## config.mk

```make
export PLATFORM = sky130hd
export DESIGN_NAME = rom_rr_arbiter_flat
export DESIGN_NICKNAME = d
export VERILOG_FILES = /design/src/rtl/rom_rr_arbiter_pkg.sv /design/src/rtl/rom_rr_arbiter_if.sv /design/src/rtl/rom_rr_arbiter_pick.sv /design/src/rtl/rom_rr_arbiter.sv /design/src/flat_wrapper.sv
export SDC_FILE = /design/constraint.sdc
export NUM_CORES = 1
export LEC_CHECK = 0
export BUFFER_PORTS_ARGS = -buffer_cell sky130_fd_sc_hd__buf_2
export CORE_ASPECT_RATIO = 0.9
export CORE_MARGIN = 3
export CORE_UTILIZATION = 42
export CTS_CLUSTER_DIAMETER = 150
export DETAILED_ROUTE_END_ITERATION = 10
export PLACE_DENSITY = 0.86
export SLEW_MARGIN = 25
export SYNTH_ARGS = -nofsm -noshare
export SYNTH_HDL_FRONTEND = slang
export SYNTH_SLANG_ARGS = --single-unit
```

## constraint.sdc

```tcl
create_clock -name clock -period 4.5 [get_ports clock]
set_input_delay 1.125 -clock clock [delete_from_list [all_inputs] [get_ports clock]]
set_output_delay 1.125 -clock clock [all_outputs]
set_load 0.03 [all_outputs]
```

## src/rtl/rom_rr_arbiter_pkg.sv

```systemverilog
// Shared defaults and id type for the round-robin ROM arbiter.
// Optional statistics counters are enabled with the ROM_ARB_STATS_EN macro.
package rom_arb_pkg;
    localparam int NUM_REQ_DEF    = 4;
    localparam int ADDR_WIDTH_DEF = 5;
    localparam int DATA_WIDTH_DEF = 32;
    localparam int CNT_WIDTH_DEF  = 16;
    localparam int IDX_WIDTH      = $clog2(NUM_REQ_DEF);

    typedef logic [IDX_WIDTH-1:0] req_id_t;
endpackage

```

## src/rtl/rom_rr_arbiter_if.sv

```systemverilog
// Requester/ROM bus seen by the arbiter: requests, grants, ROM address/data, responses.
interface rom_arb_if
    import rom_arb_pkg::*;
#(
    parameter int NUM_REQ    = NUM_REQ_DEF,
    parameter int ADDR_WIDTH = ADDR_WIDTH_DEF,
    parameter int DATA_WIDTH = DATA_WIDTH_DEF
);
    logic [NUM_REQ-1:0]            req_valid;
    logic [NUM_REQ*ADDR_WIDTH-1:0] req_addr;
    logic [NUM_REQ-1:0]            req_ready;
    logic [ADDR_WIDTH-1:0]         rom_addr;
    logic [DATA_WIDTH-1:0]         rom_data;
    logic [NUM_REQ-1:0]            rsp_valid;
    logic [DATA_WIDTH-1:0]         rsp_data;

    modport slave (
        input  req_valid, req_addr, rom_data,
        output req_ready, rom_addr, rsp_valid, rsp_data
    );

    modport master (
        output req_valid, req_addr, rom_data,
        input  req_ready, rom_addr, rsp_valid, rsp_data
    );
endinterface

```

## src/rtl/rom_rr_arbiter_pick.sv

```systemverilog
// Combinational round-robin picker: first set request at or after ptr, wrapping.
module rom_rr_pick #(
    parameter int NUM_REQ = 4,
    parameter int IDX_W   = 2
) (
    input  logic [NUM_REQ-1:0] req,
    input  logic [IDX_W-1:0]   ptr,
    output logic [NUM_REQ-1:0] grant,
    output logic [IDX_W-1:0]   id,
    output logic               any
);
    always_comb begin
        logic [IDX_W-1:0] sel;
        // NOTE: every output gets a default before the search so no latch is inferred.
        grant = '0;
        id    = '0;
        any   = 1'b0;
        sel   = '0;
        for (int k = 0; k < NUM_REQ; k++) begin
            sel = IDX_W'((int'(ptr) + k) % NUM_REQ);
            if (!any && req[sel]) begin
                any        = 1'b1;
                grant[sel] = 1'b1;
                id         = sel;
            end
        end
    end
endmodule

```

## src/rtl/rom_rr_arbiter.sv

```systemverilog
// Round-robin arbiter sharing one registered-output ROM between NUM_REQ requesters.
// Define ROM_ARB_STATS_EN to add saturating per-requester grant counters.
module rom_rr_arbiter
    import rom_arb_pkg::*;
#(
    parameter int NUM_REQ    = NUM_REQ_DEF,
    parameter int ADDR_WIDTH = ADDR_WIDTH_DEF,
    parameter int DATA_WIDTH = DATA_WIDTH_DEF
`ifdef ROM_ARB_STATS_EN
    , parameter int CNT_WIDTH = CNT_WIDTH_DEF
`endif
) (
    input  logic clock,
    input  logic reset,
`ifdef ROM_ARB_STATS_EN
    input  logic                           stats_clear,
    output logic [NUM_REQ*CNT_WIDTH-1:0]   grant_count,
`endif
    rom_arb_if.slave bus
);
    localparam int IDX_W = (NUM_REQ > 1) ? $clog2(NUM_REQ) : 1;

    logic [IDX_W-1:0]      rr_ptr;
    logic [IDX_W-1:0]      win_id;
    logic [IDX_W-1:0]      rsp_id;
    logic                  rsp_pend;
    logic                  any_req;
    logic [NUM_REQ-1:0]    grant;
    logic [ADDR_WIDTH-1:0] win_addr;
    logic [ADDR_WIDTH-1:0] last_addr;

    rom_rr_pick #(
        .NUM_REQ (NUM_REQ),
        .IDX_W   (IDX_W)
    ) u_pick (
        .req   (bus.req_valid),
        .ptr   (rr_ptr),
        .grant (grant),
        .id    (win_id),
        .any   (any_req)
    );

    assign win_addr      = bus.req_addr[win_id*ADDR_WIDTH +: ADDR_WIDTH];
    assign bus.req_ready = grant;
    // Idle cycles keep presenting the last granted address so the ROM input stays quiet.
    assign bus.rom_addr  = any_req ? win_addr : last_addr;
    assign bus.rsp_valid = rsp_pend ? (NUM_REQ'(1) << rsp_id) : '0;
    assign bus.rsp_data  = bus.rom_data;

    always_ff @(posedge clock or negedge reset) begin
        if (!reset) begin
            rr_ptr    <= '0;
            rsp_id    <= '0;
            rsp_pend  <= 1'b0;
            last_addr <= '0;
        end else begin
            // NOTE: sequential state uses non-blocking assignments so all registers update together.
            rsp_pend <= any_req;
            if (any_req) begin
                rsp_id    <= win_id;
                last_addr <= win_addr;
                rr_ptr    <= (win_id == IDX_W'(NUM_REQ - 1)) ? '0 : win_id + 1'b1;
            end
        end
    end

`ifdef ROM_ARB_STATS_EN
    logic [CNT_WIDTH-1:0] cnt [NUM_REQ];

    // NOTE: the counter array is a small register file, so it takes the async reset like any flop.
    always_ff @(posedge clock or negedge reset) begin
        if (!reset) begin
            for (int i = 0; i < NUM_REQ; i++) cnt[i] <= '0;
        end else if (stats_clear) begin
            for (int i = 0; i < NUM_REQ; i++) cnt[i] <= '0;
        end else begin
            for (int i = 0; i < NUM_REQ; i++)
                if (grant[i] && (cnt[i] != '1)) cnt[i] <= cnt[i] + 1'b1;
        end
    end

    for (genvar g = 0; g < NUM_REQ; g++) begin : g_cnt
        assign grant_count[g*CNT_WIDTH +: CNT_WIDTH] = cnt[g];
    end
`endif
endmodule

```

## src/flat_wrapper.sv

```systemverilog
// flat-port wrapper written by rule: the top's interface ports become plain ports
module rom_rr_arbiter_flat import rom_arb_pkg::*;
#(
    parameter int NUM_REQ    = NUM_REQ_DEF,
    parameter int ADDR_WIDTH = ADDR_WIDTH_DEF,
    parameter int DATA_WIDTH = DATA_WIDTH_DEF

)
  (clock, reset, bus_req_valid, bus_req_addr, bus_rom_data, bus_req_ready, bus_rom_addr, bus_rsp_valid, bus_rsp_data);
  rom_arb_if #(.NUM_REQ(NUM_REQ), .ADDR_WIDTH(ADDR_WIDTH), .DATA_WIDTH(DATA_WIDTH)) bus_i ();
  input  logic clock;
  input  logic reset;
  input wire logic [$bits(bus_i.req_valid)-1:0] bus_req_valid;
  input wire logic [$bits(bus_i.req_addr)-1:0] bus_req_addr;
  input wire logic [$bits(bus_i.rom_data)-1:0] bus_rom_data;
  output wire logic [$bits(bus_i.req_ready)-1:0] bus_req_ready;
  output wire logic [$bits(bus_i.rom_addr)-1:0] bus_rom_addr;
  output wire logic [$bits(bus_i.rsp_valid)-1:0] bus_rsp_valid;
  output wire logic [$bits(bus_i.rsp_data)-1:0] bus_rsp_data;
  assign bus_i.req_valid = bus_req_valid;
  assign bus_i.req_addr = bus_req_addr;
  assign bus_i.rom_data = bus_rom_data;
  assign bus_req_ready = bus_i.req_ready;
  assign bus_rom_addr = bus_i.rom_addr;
  assign bus_rsp_valid = bus_i.rsp_valid;
  assign bus_rsp_data = bus_i.rsp_data;
  rom_rr_arbiter #(.NUM_REQ(NUM_REQ), .ADDR_WIDTH(ADDR_WIDTH), .DATA_WIDTH(DATA_WIDTH)) u_core (.clock(clock), .reset(reset), .bus(bus_i));
endmodule
```

# Word level (Yosys, flattened, before mapping)
# Cells that the tools add are included.
# classes
n_addsub,4
n_mul,1
n_lt_le_gt_ge,8
n_eq_ne,1
shift,2
n_mux,31
bitwise,3
n_reduce_logical,10
# op_table
cell,n
2-to-1 mux 4 bit,5
variable part select 20 x 6 -> 5 bit,1
less-than comparator 2 x 3 -> 1 bit (second input constant),4
2-to-1 mux 1 bit,12
OR 4 bit,3
2-to-1 mux 2 bit,5
binary-select mux 1 bit (select 2 bit),4
demux 1 bit (select 2 bit),4
>= comparator 2 x 1 -> 1 bit (second input constant),4
logical AND 1 bit,7
multiplier 2 x 3 -> 5 bit (second input constant),1
2-to-1 mux 5 bit,1
adder 2 x 1 -> 2 bit (second input constant),2
adder 2 bit (second input constant),2
<< shifter 1 x 2 -> 4 bit (first input constant),1
zero test 1 bit,3
== test 2 bit (second input constant),1
# totals
reg_bits,10
input_bits,58
out_inout_bits,45
word_cells,64

# Longest topological paths before layout
# Gate-level depths: netlist of run 1.
# depth
depth_word,15
ltp_mapped,11
ltp_nobuf,8

# Hierarchy
# A second synthesis of run 1 with hierarchy kept.
# hier_totals
cells_unflattened,123
hier_area_um2,1198.6
# by_module_without_submodules
module,instances,cells_each,area_per_inst_um2,seq_area_each_um2
rom_rr_arbiter,1,78,777.0,250.2
rom_rr_pick,1,45,421.7,0.0

# Worst setup path after synthesis of run 1
# No wires, ideal clock.
# synth_timing
path_type,input port to output port
startpoint,input port bus_req_valid[2]
endpoint,output port bus_rom_addr[3]
arrival_ns,2.964
required_time_ns,3.375
path_slack_ns,0.411
path_stages,6
n_path_buf,1
path_cell_list,buf_6 > mux4_2 > o21bai_4 > mux2_4 > mux2i_1 > o211ai_1
# synth_between
elab_chain_cells,15
word_cells_on_any_way,25
classes_between,mul: 1; shift: 1; mux: 17; reduce/logical: 6
# synth_lines
element,line,text
start: declaration,flat_wrapper.sv:13,input wire logic [$bits(bus_i.req_valid)-1:0] bus_req_valid;
binary-select mux 1 bit (select 2 bit),rom_rr_arbiter_pick.sv:21,if (!any && req[sel]) begin
2-to-1 mux 1 bit (not written as such),rom_rr_arbiter_pick.sv:21,
2-to-1 mux 1 bit,rom_rr_arbiter_pick.sv:21,
zero test 1 bit,rom_rr_arbiter_pick.sv:21,
logical AND 1 bit,rom_rr_arbiter_pick.sv:21,
2-to-1 mux 1 bit,rom_rr_arbiter_pick.sv:21,
zero test 1 bit,rom_rr_arbiter_pick.sv:21,
logical AND 1 bit,rom_rr_arbiter_pick.sv:21,
2-to-1 mux 1 bit,rom_rr_arbiter_pick.sv:21,
zero test 1 bit,rom_rr_arbiter_pick.sv:21,
logical AND 1 bit,rom_rr_arbiter_pick.sv:21,
2-to-1 mux 2 bit,rom_rr_arbiter_pick.sv:21,
multiplier 2 x 3 -> 5 bit,rom_rr_arbiter.sv:43,assign win_addr = bus.req_addr[win_id*ADDR_WIDTH +: ADDR_WIDTH];
variable part select 20 x 6 -> 5 bit,rom_rr_arbiter.sv:43,
2-to-1 mux 5 bit *,rom_rr_arbiter.sv:46,assign bus.rom_addr = any_req ? win_addr : last_addr;
end: declaration,flat_wrapper.sv:17,output wire logic [$bits(bus_i.rom_addr)-1:0] bus_rom_addr;
# Every way passes the cells marked *; elsewhere a longest branch is shown, timed or not. The select of a mux whose other input is x is not followed.

# Worst setup path in the final report of run 1
# layout_timing
startpoint,input port bus_req_valid[3]
endpoint,output port bus_rom_addr[4]
# Same word-level chain as after synthesis.

==> results.sh, run 1 <==
export IMPL_fin_total_pwr_mw=1.47
export IMPL_cts_resized=0
export IMPL_grt_start_max_net_pins=24
export IMPL_syn_area_um2=1530
export IMPL_synthTopCellsByArea="buf_4, dfrtp_1, mux4_2"
export IMPL_dr_first_iter_drc_count=61
export IMPL_root_buffer="clkbuf_8"
export IMPL_drc=0
export IMPL_wl_met2_um=1620
export IMPL_setup_tns_ps=0
export IMPL_stdcell_count=225
export IMPL_cap_violations=0
export IMPL_numCtsBuffers=3
export IMPL_area_growth_pct=-0.0815
export IMPL_top_layer="met4"
export IMPL_route_layer_met1_wl_um=1440
export IMPL_clk_pin_slew_worst_paths_ps=50
export IMPL_setup_ws_ps=260
export IMPL_ys_flop_type="dfrtp_1"
export IMPL_wirelength_um=3350
export IMPL_max_vdd_ir_drop_uv=472
export IMPL_rsz0062_at_grt="no"
export IMPL_gp_congestion=0.883
export IMPL_post_synth_num_cell_types=49
export IMPL_start_util_pct=44.6
export IMPL_core_um2=3430
export IMPL_synthMostInstantiatedCell="buf_4"
export IMPL_wl_met3_um=221
export IMPL_via_count=1343
export IMPL_synth_commonest_cells="buf_4, nand2_1, dfrtp_1"
export IMPL_cpMaxStageDelayCell="mux4_2"
export IMPL_diodes=0
export IMPL_die_height_um=63.2
export IMPL_cts_tree="yes"
export IMPL_synth_warnings=0
export IMPL_finalHoldViolCount=0
export IMPL_ys_ff_latch=10
export IMPL_hold_depth=2
export IMPL_pre_cts_ws_ps=259
export IMPL_max_slew_margin_pct=70.1
export IMPL_via_per_inst=5.97
export IMPL_finClkSkew_ps=3.35
export IMPL_first_global_vias=1259
export IMPL_startpoint_type="input port"
export IMPL_synth_enable_flop_cells=0
export IMPL_rows=20
export IMPL_synth_fp_nets=241
export IMPL_cts_setup_buffers=0
export IMPL_min_period_ps=4240
export IMPL_grt_antenna_before_repair=0
export IMPL_yosys_area_top_type="buf_4"
export IMPL_htreeDepth=1
export IMPL_seq_area_frac_synth_pct=16.4
export IMPL_cp_max_fo=13
export IMPL_grt_overflow_total=0
export IMPL_die_w_um=69.6
export IMPL_cpPeakStageDelay_ps=640
export IMPL_cts_buffer_depth=2
export IMPL_ys_async_sr_fraction_pct=100
export IMPL_run_status="finished clean"
export IMPL_hold_class="reg -> reg"
export IMPL_die_area_um2=4400
export IMPL_worst_pin_slew_ps=447
export IMPL_hpwl_um=2530
export IMPL_holdCritStartpoint="u_core.last_addr[1]$_DFF_PN0_"
export IMPL_syn_area_per_cell_um2=8.59
export IMPL_drv_slew=0
export IMPL_critPathCaptureType="output pin"
export IMPL_post_drt_wl_per_cell_um=14.9
export IMPL_setup_viol=0
export IMPL_cts_hold_buf=0
export IMPL_io_pins=103
export IMPL_critical_path_cell_chain="buf_2, mux4_2, nor2b_4, nor2_4, mux2_4, mux2i_1, o211ai_1, buf_2"
export IMPL_ant_nets=0
export IMPL_synth_cells=178
export IMPL_crit_required_ps=3380
export IMPL_r2r_start="u_core.rr_ptr[0]$_DFFE_PN0N_"
export IMPL_timing_critical_path_mode_cell="buf_2"
export IMPL_netlist_area_leader_share_pct=16.7
export IMPL_critPathLaunch="bus_req_valid[3]"
export IMPL_fmax_ghz=0.236
export IMPL_crit_arrival_ps=3110
export IMPL_power_density_nw_per_um2=963
export IMPL_drive_above_1_share_pct=35.4
export IMPL_clock_latency_ps=240
export IMPL_final_nets=245
export IMPL_port_buffers=38
export IMPL_setup_worst_path_class="in -> out"
export IMPL_firstDrtPassIters=4
export IMPL_clock_sinks=10
export IMPL_dp_cells=221
export IMPL_leakage_nw=0.662
export IMPL_fin_crit_sh_pct=94.2
export IMPL_reg2regPathDepth=8
export IMPL_grtUsageTotal_pct=16.2
export IMPL_grt_pass1_wl_um=5950
==> final timing paths <==
check / endpoint / slack [ps]
min reg2reg: u_core.last_addr[1]$_DFF_PN0_ / 490
max: bus_rom_addr[4] / 260
min: u_core.last_addr[1]$_DFF_PN0_ / 490
max in group asynchronous: u_core.last_addr[1]$_DFF_PN0_ / 3570
max reg2reg: u_core.last_addr[3]$_DFF_PN0_ / 1980
min in group asynchronous: u_core.rsp_id[0]$_DFFE_PN0N_ / 730
==> metrics by stage <==
stage / cell area (µm²) / hold WS [ps] / utilization, %
2_1_floorplan: 1530 / 498 / -
3_3_place_gp: 1470 / 464 / 43.0
3_5_place_dp: 1470 / 479 / 43.0
4_1_cts: 1530 / 491 / 44.6
5_1_grt: 1530 / 505 / 44.6
6_report: 1530 / 488 / 44.6
==> where the power goes <==
part	switching (mW)	leakage, nW	internal (mW)
Sequential	0.0212	0.114	0.138
Combinational	0.752	0.519	0.443
Clock	0.0393	0.0288	0.0773
==> metal layers <==
layer,GRT usage [%],vias up
met5,0,-
met4,6.34,0
met1,21.7,640
met3,4.31,10
met2,24.9,54
li1,-,639
==> worst max-delay path, delay by kind of cell <==
kind | cells | cell delay, ps
muxes | 3 | 1110
AOI/OAI and AO/OA | 1 | 200
and+or+nand+nor | 2 | 250
buffers and inverters | 2 | 420
==> flip-flops by register name (all words and copies together), names as in the netlist <==
signal and flops:
u_core.rr_ptr 2, u_core.last_addr 5, u_core.rsp_id 2, u_core.rsp_pend 1
==> cell families (layout without fill, tap and decap cells) <==
kind of cell    after synthesis  after routing  synth area share [%]
compound gates               44             44                  22.1
xor+xnor                      1              1                 0.573
fa+ha+maj                     5              5                  4.09
buf+inv                      49             52                  23.6
flops                        10             10                  16.4
mux                          13             13                  12.3
simple gates                 56             56                  20.9
==> cells in the final DEF, fill, tap and decap left out, types with 3 or more instances in the layout <==
cell and n:
nand2_1 14, nand2b_1 5, a22oi_1 9, mux2i_1 6, a21oi_1 3, nand3_1 4
dfrtp_1 10, mux4_2 4, nor4_1 5, buf_2 38, o31ai_1 4, o21ai_0 5
o211ai_1 4, ha_1 5, buf_4 6, o311ai_1 4, o22ai_1 5, nor3_1 5
nor2_1 8, clkbuf_8 4
==> cell type report <==
| cell class | count | area, µm² |
|---|---|---|
| multi-input cells | 119 | 917 |
| repair buffers | 44 | 235 |
| clock buffers | 4 | 55.1 |
| fillers | 337 | 1900 |
| flip-flops and latches | 10 | 250 |
| inverters | 4 | 15.0 |
| well taps | 44 | 55.1 |
Power figures use the tool's default switching activity.
==> run 2, diff against run 1 <==
Settings changed: CORE_UTILIZATION 42 to 38, PLACE_DENSITY 0.86 to 0.82.
Clock period 4.5 ns to 3.7 ns, I/O delays scaled along.
==> results.sh, run 2 (synthesis results as in run 1) <==
export IMPL_drive_above_1_share_pct=41.2
export IMPL_worst_pin_slew_ps=503
export IMPL_fin_crit_sh_pct=98.6
export IMPL_ff2ff_setup_slack_ps=1350
export IMPL_r2r_start="u_core.rr_ptr[0]$_DFFE_PN0N_"
export IMPL_max_vdd_ir_drop_uv=501
export IMPL_max_slew_margin_pct=66.2
export IMPL_via_per_inst=5.75
export IMPL_crit_required_ps=2770
export IMPL_rows=21
export IMPL_grt_busiest_layer="met2"
export IMPL_power_density_nw_per_um2=1140
export IMPL_met2_usage_pct=23.2
export IMPL_p_int_uw=916
export IMPL_gp_congestion=0.852
export IMPL_grtUsageTotal_pct=14.6
export IMPL_run_status="finished clean"
export IMPL_core_um2=3780
export IMPL_area_growth_pct=10.6
export IMPL_final_nets=259
export IMPL_root_buffer="clkbuf_8"
export IMPL_ant_nets=0
export IMPL_via_count=1380
export IMPL_cap_violations=0
export IMPL_finalHoldViolCount=0
export IMPL_io_pins=103
export IMPL_r2r_end="u_core.last_addr[2]$_DFF_PN0_"
export IMPL_p_seq_share_pct=10.1
export IMPL_placed_area_um2=1560
export IMPL_layout_common_cells="buf_2, buf_4, nand2_1, dfrtp_1, a22oi_1"
export IMPL_dr_first_iter_drc_count=57
export IMPL_rsz0062_at_grt="yes"
export IMPL_die_area_um2=4820
export IMPL_dp_cells=233
export IMPL_largest_register="u_core.last_addr"
export IMPL_largest_reg_flops=5
export IMPL_fin_total_pwr_mw=1.93
export IMPL_grt_use_met3_pct=3.95
export IMPL_grt_pass1_wl_um=5590
export IMPL_firstDrtPassIters=4
export IMPL_hold_class="reg -> reg"
export IMPL_drv_slew=0
export IMPL_die_w_um=72.9
export IMPL_htreeDepth=1
export IMPL_cp_max_fo=7
export IMPL_critPathCaptureType="output pin"
export IMPL_setup_viol=0
export IMPL_critPathLaunch="bus_req_valid[3]"
export IMPL_first_global_vias=1287
export IMPL_fmax_ghz=0.274
export IMPL_leakage_nw=0.740
export IMPL_numCtsBuffers=3
export IMPL_p_clk_share_pct=5.7
export IMPL_p_sw_mw=1.01
export IMPL_hpwl_um=2660
export IMPL_final_common_cell="buf_2"
export IMPL_setup_tns_ps=0
export IMPL_cts_tree="yes"
export IMPL_wirelength_um=3530
export IMPL_start_util_pct=40.4
export IMPL_met1_usage_pct=18.0
export IMPL_top_regs="u_core.last_addr x5, u_core.rr_ptr x2, u_core.rsp_id x2"
export IMPL_port_buffers=38
export IMPL_clock_sinks=10
export IMPL_min_period_ps=3650
export IMPL_grt_start_max_net_pins=24
export IMPL_post_drt_wl_per_cell_um=14.7
export IMPL_crit_arrival_ps=2720
export IMPL_finClkSkew_ps=4.94
export IMPL_startpoint_type="input port"
export IMPL_reg2regPathDepth=8
export IMPL_diodes=0
export IMPL_final_area_um2=1690
export IMPL_setup_worst_path_class="in -> out"
export IMPL_stdcell_count=240
export IMPL_crit_end="bus_rom_addr[4]"
export IMPL_clock_latency_ps=230
export IMPL_drc=0
export IMPL_clk_pin_slew_worst_paths_ps=50
export IMPL_comb_power_share_pct=84.3
export IMPL_grt_antenna_before_repair=0
export IMPL_grt_overflow_total=0
export IMPL_sw_frac_of_total_pct=52.5
export IMPL_die_height_um=66.2
export IMPL_cts_buffer_depth=2
-- run 2: cell count changes in the layout (fill, tap and decap cells not counted), sizes merged --
cell  delta
buf     +13
-- run 2: per-stage QoR --
stage	worst slack [ps]	util, %	hold slack (ps)
final	51.5	44.7	483
after global routing	-26.1	44.7	510
after CTS	2.04	42.5	484
after detailed placement	-4.14	41.3	476
after global placement	32.0	41.3	466
after floorplan	10.7	-	498
-- run 2: cell type report --
cell class                 instances  area, µm²
clock buffer                       3       41.3
sequential                        10        250
timing repair buffer              58        395
fill                             384       2090
tap                               46       57.6
inverter                           4       15.0
multi-input combinational        119        931
-- run 2: worst max-delay path, stage by stage --
cell and delay (ps):
buf_8 100, mux4_2 580, o21bai_4 230, mux2_4 320
mux2i_1 140, o211ai_1 220, buf_4 200
-- run 2: layer usage --
metal	up-vias	routed length, µm
met2	50	1670
met4	0	116
li1	666	-
met1	652	1520
met5	-	0
met3	12	234
-- run 2: timing repair --
action,in CTS,in global routing
pin swaps,0,2
gates resized for setup,1,18
hold buffers,0,0
setup buffers,0,4
endpoints found under the setup margin,1,5
-- run 2: worst min-delay path by stage --
stage	startpoint	end	slack, ps	cells after the start
2_1_floorplan	u_core.rsp_id[0]$_DFFE_PN0N_	u_core.rsp_id[0]$_DFFE_PN0N_	500	2
3_3_place_gp	u_core.last_addr[0]$_DFF_PN0_	u_core.last_addr[0]$_DFF_PN0_	470	2
3_5_place_dp	u_core.last_addr[0]$_DFF_PN0_	u_core.last_addr[0]$_DFF_PN0_	480	2
4_1_cts	u_core.last_addr[0]$_DFF_PN0_	u_core.last_addr[0]$_DFF_PN0_	480	2
5_1_grt	u_core.last_addr[0]$_DFF_PN0_	u_core.last_addr[0]$_DFF_PN0_	510	2
6_report	u_core.last_addr[0]$_DFF_PN0_	u_core.last_addr[0]$_DFF_PN0_	480	2
-- run 2: power groups by stage --
stage / sequential [mW] / clock, mW / combinational, mW
6_report: 0.194 / 0.109 / 1.62
5_1_grt: 0.199 / 0.115 / 1.76
4_1_cts: 0.195 / 0.111 / 1.54
3_5_place_dp: 0.197 / 0 / 1.52
3_3_place_gp: 0.192 / 0 / 1.50
2_1_floorplan: 0.201 / 0 / 1.24
==> run 3, diff against run 2 <==
Settings changed: CORE_UTILIZATION 38 to 35, PLACE_DENSITY 0.82 to 0.83, SLEW_MARGIN 25 to 20, SYNTH_HIERARCHICAL set to 1.
==> results.sh, run 3 <==
export IMPL_synth_cells=123
export IMPL_crit_required_ps=2770
export IMPL_yosys_area_top_type="dfrtp_1"
export IMPL_largest_register="u_core/last_addr"
export IMPL_post_synth_num_cell_types=26
export IMPL_post_route_util_pct=53.7
export IMPL_synth_enable_flop_cells=0
export IMPL_syn_area_um2=1200
export IMPL_ant_nets=0
export IMPL_drive_above_1_share_pct=62.5
export IMPL_fmax_ghz=0.264
export IMPL_setup_worst_path_class="in -> out"
export IMPL_holdWs_ps=521
export IMPL_synth_commonest_cells="buf_4, mux2i_1, dfrtp_1"
export IMPL_setup_ws_ps=-90.1
export IMPL_startpoint_type="input port"
export IMPL_rows=19
export IMPL_clock_sinks=10
export IMPL_finalHoldViolCount=0
export IMPL_violations="negative setup slack"
export IMPL_grt_pass1_wl_um=4800
export IMPL_cts_hold_buf=0
export IMPL_io_pins=103
export IMPL_htreeDepth=1
export IMPL_netlist_area_leader_share_pct=20.9
export IMPL_largest_reg_flops=5
export IMPL_syn_area_per_cell_um2=9.75
export IMPL_min_period_ps=3790
export IMPL_drc=0
export IMPL_synth_fp_nets=187
export IMPL_seqCellArea_um2=250
export IMPL_cp_max_fo=5
export IMPL_max_vdd_ir_drop_uv=1000
export IMPL_layout_common_cells="buf_2, buf_4, buf_6, dfrtp_1, a22oi_1"
export IMPL_rsz0062_at_grt="yes"
export IMPL_start_util_pct=37.9
export IMPL_worst_pin_slew_ps=287
export IMPL_grt_antenna_before_repair=0
export IMPL_port_buffers=38
export IMPL_via_per_inst=5.22
export IMPL_placed_area_um2=1400
export IMPL_hpwl_um=2190
export IMPL_synthMostInstantiatedCell="buf_4"
export IMPL_ys_async_sr_fraction_pct=100
export IMPL_setup_viol=5
export IMPL_first_global_vias=1017
export IMPL_critPathCaptureType="output pin"
export IMPL_synth_warnings=6
export IMPL_leakage_nw=0.743
export IMPL_cts_tree="yes"
export IMPL_fin_crit_sh_pct=102
export IMPL_grt_overflow_total=0
export IMPL_reg2regPathDepth=10
export IMPL_synthTopCellsByArea="dfrtp_1, buf_4, mux2i_1"
export IMPL_critical_path_cell_chain="buf_6, mux4_2, buf_6, nor4_1, nor2_1, a32o_2, nand2b_4, o221ai_4, buf_6"
export IMPL_ys_flop_type="dfrtp_1"
export IMPL_wirelength_um=3020
export IMPL_die_height_um=61.5
export IMPL_root_buffer="clkbuf_8"
export IMPL_firstDrtPassIters=4
export IMPL_clk_pin_slew_worst_paths_ps=50
export IMPL_multi_input_area_um2=838
export IMPL_cts_buffer_depth=2
export IMPL_clock_latency_ps=240
export IMPL_timing_critical_path_mode_cell="buf_6"
export IMPL_ys_ff_latch=10
export IMPL_diodes=0
export IMPL_final_area_um2=1700
export IMPL_top_regs="u_core/last_addr x5, u_core/rr_ptr x2, u_core/rsp_id x2"
export IMPL_via_count=1013
export IMPL_max_slew_margin_pct=80.3
export IMPL_cap_violations=0
export IMPL_cpPeakStageDelay_ps=510
export IMPL_hold_depth=2
export IMPL_area_growth_pct=41.6
export IMPL_die_w_um=67.7
export IMPL_die_area_um2=4160
export IMPL_run_status="finished with violations"
export IMPL_seq_area_frac_synth_pct=20.9
export IMPL_drv_slew=0
export IMPL_power_density_nw_per_um2=1500
export IMPL_hold_class="reg -> reg"
export IMPL_n_fill_cell=277
export IMPL_numCtsBuffers=3
export IMPL_gp_congestion=0.785
export IMPL_final_common_cell="buf_2"
export IMPL_cpMaxStageDelayCell="mux4_2"
export IMPL_crit_arrival_ps=2870
export IMPL_dr_first_iter_drc_count=57
export IMPL_post_drt_wl_per_cell_um=15.5
export IMPL_finClkSkew_ps=1.85
export IMPL_grt_start_max_net_pins=14
export IMPL_grtUsageTotal_pct=15.5
export IMPL_core_um2=3160
export IMPL_final_nets=217
[run 3: changes by cell type after synthesis, sizes merged, moves of 4 or more]
| cell | before | now |
|---|---|---|
| nand2 | 14 | 2 |
| buf | 43 | 36 |
| mux2i | 6 | 12 |
| nor4 | 6 | 1 |
| o211ai | 6 | 1 |
| o221ai | 1 | 6 |
| o22ai | 5 | 0 |
| o311ai | 5 | 0 |
| nand3 | 4 | 0 |
| nor3 | 5 | 1 |
[run 3: metrics by stage]
step	worst slack, ps	cells	power, mW	setup TNS (ps)
floorplan	17.5	123	1.55	0
global placement	-147	181	1.91	-681
detailed placement	-214	181	1.94	-974
CTS	-87.7	191	2.48	-317
global route	-172	194	2.70	-731
finish	-90.1	194	2.54	-360
[run 3: final timing paths]
check	from	to	slack, ps
worst max-delay path	bus_req_valid[2]	bus_rom_addr[1]	-90
worst min-delay path	u_core/last_addr[0]$_DFF_PN0_	u_core/last_addr[0]$_DFF_PN0_	520
worst max register to register	u_core/rr_ptr[1]$_DFFE_PN0P_	u_core/rr_ptr[1]$_DFFE_PN0P_	960
worst min register to register	u_core/last_addr[0]$_DFF_PN0_	u_core/last_addr[0]$_DFF_PN0_	520
max in group asynchronous	reset	u_core/last_addr[1]$_DFF_PN0_	2970
min in group asynchronous	reset	u_core/last_addr[0]$_DFF_PN0_	540
[run 3: layout make-up]
type                    count  area share [%]
inverters                   4           0.884
multi-input cells          72            49.4
clock buffers               4            3.24
repair buffers             62            28.7
flip-flops and latches     10            14.7
well taps                  42            3.10
[run 3: kinds of logic (layout without fill, tap and decap cells)]
kind of cell	Yosys count	in the layout	share of synthesized area, %
buffers and inverters	41	70	24.8
AOI/OAI and AO/OA	23	23	14.0
and+or+nand+nor	23	23	12.1
muxes	20	20	21.9
DFF	10	10	20.9
adders and majority gates	6	6	6.26
[run 3: critical path, delay by kind of cell]
family          cells  cell delay [ps]
simple gates        3              540
mux                 1              510
buf+inv             3              420
compound gates      2              460
[run 3: power breakdown]
part / internal, mW / total [mW] / leakage, nW / switching [mW]
Clock: 0.0941 / 0.143 / 0.0288 / 0.0490
Combinational: 1.10 / 2.20 / 0.598 / 1.09
Sequential: 0.175 / 0.202 / 0.117 / 0.0266
[run 3: repair_timing]
action                                  in CTS  in global routing
setup buffers                                5                  3
pin swaps                                    5                  1
gates cloned                                 1                  0
gates resized for setup                     39                  4
endpoints found under the hold margin        0                  0
endpoints found under the setup margin       5                  5
[run 3: layer usage]
metal	vias to the layer above	wire (µm)	global-route usage [%]	share of wire [%]
met2	46	1500	26.2	50
met5	-	0	0	0
met4	0	80	9.54	2.7
met3	14	268	2.92	8.9
met1	477	1170	18.3	39
li1	476	-	-	-
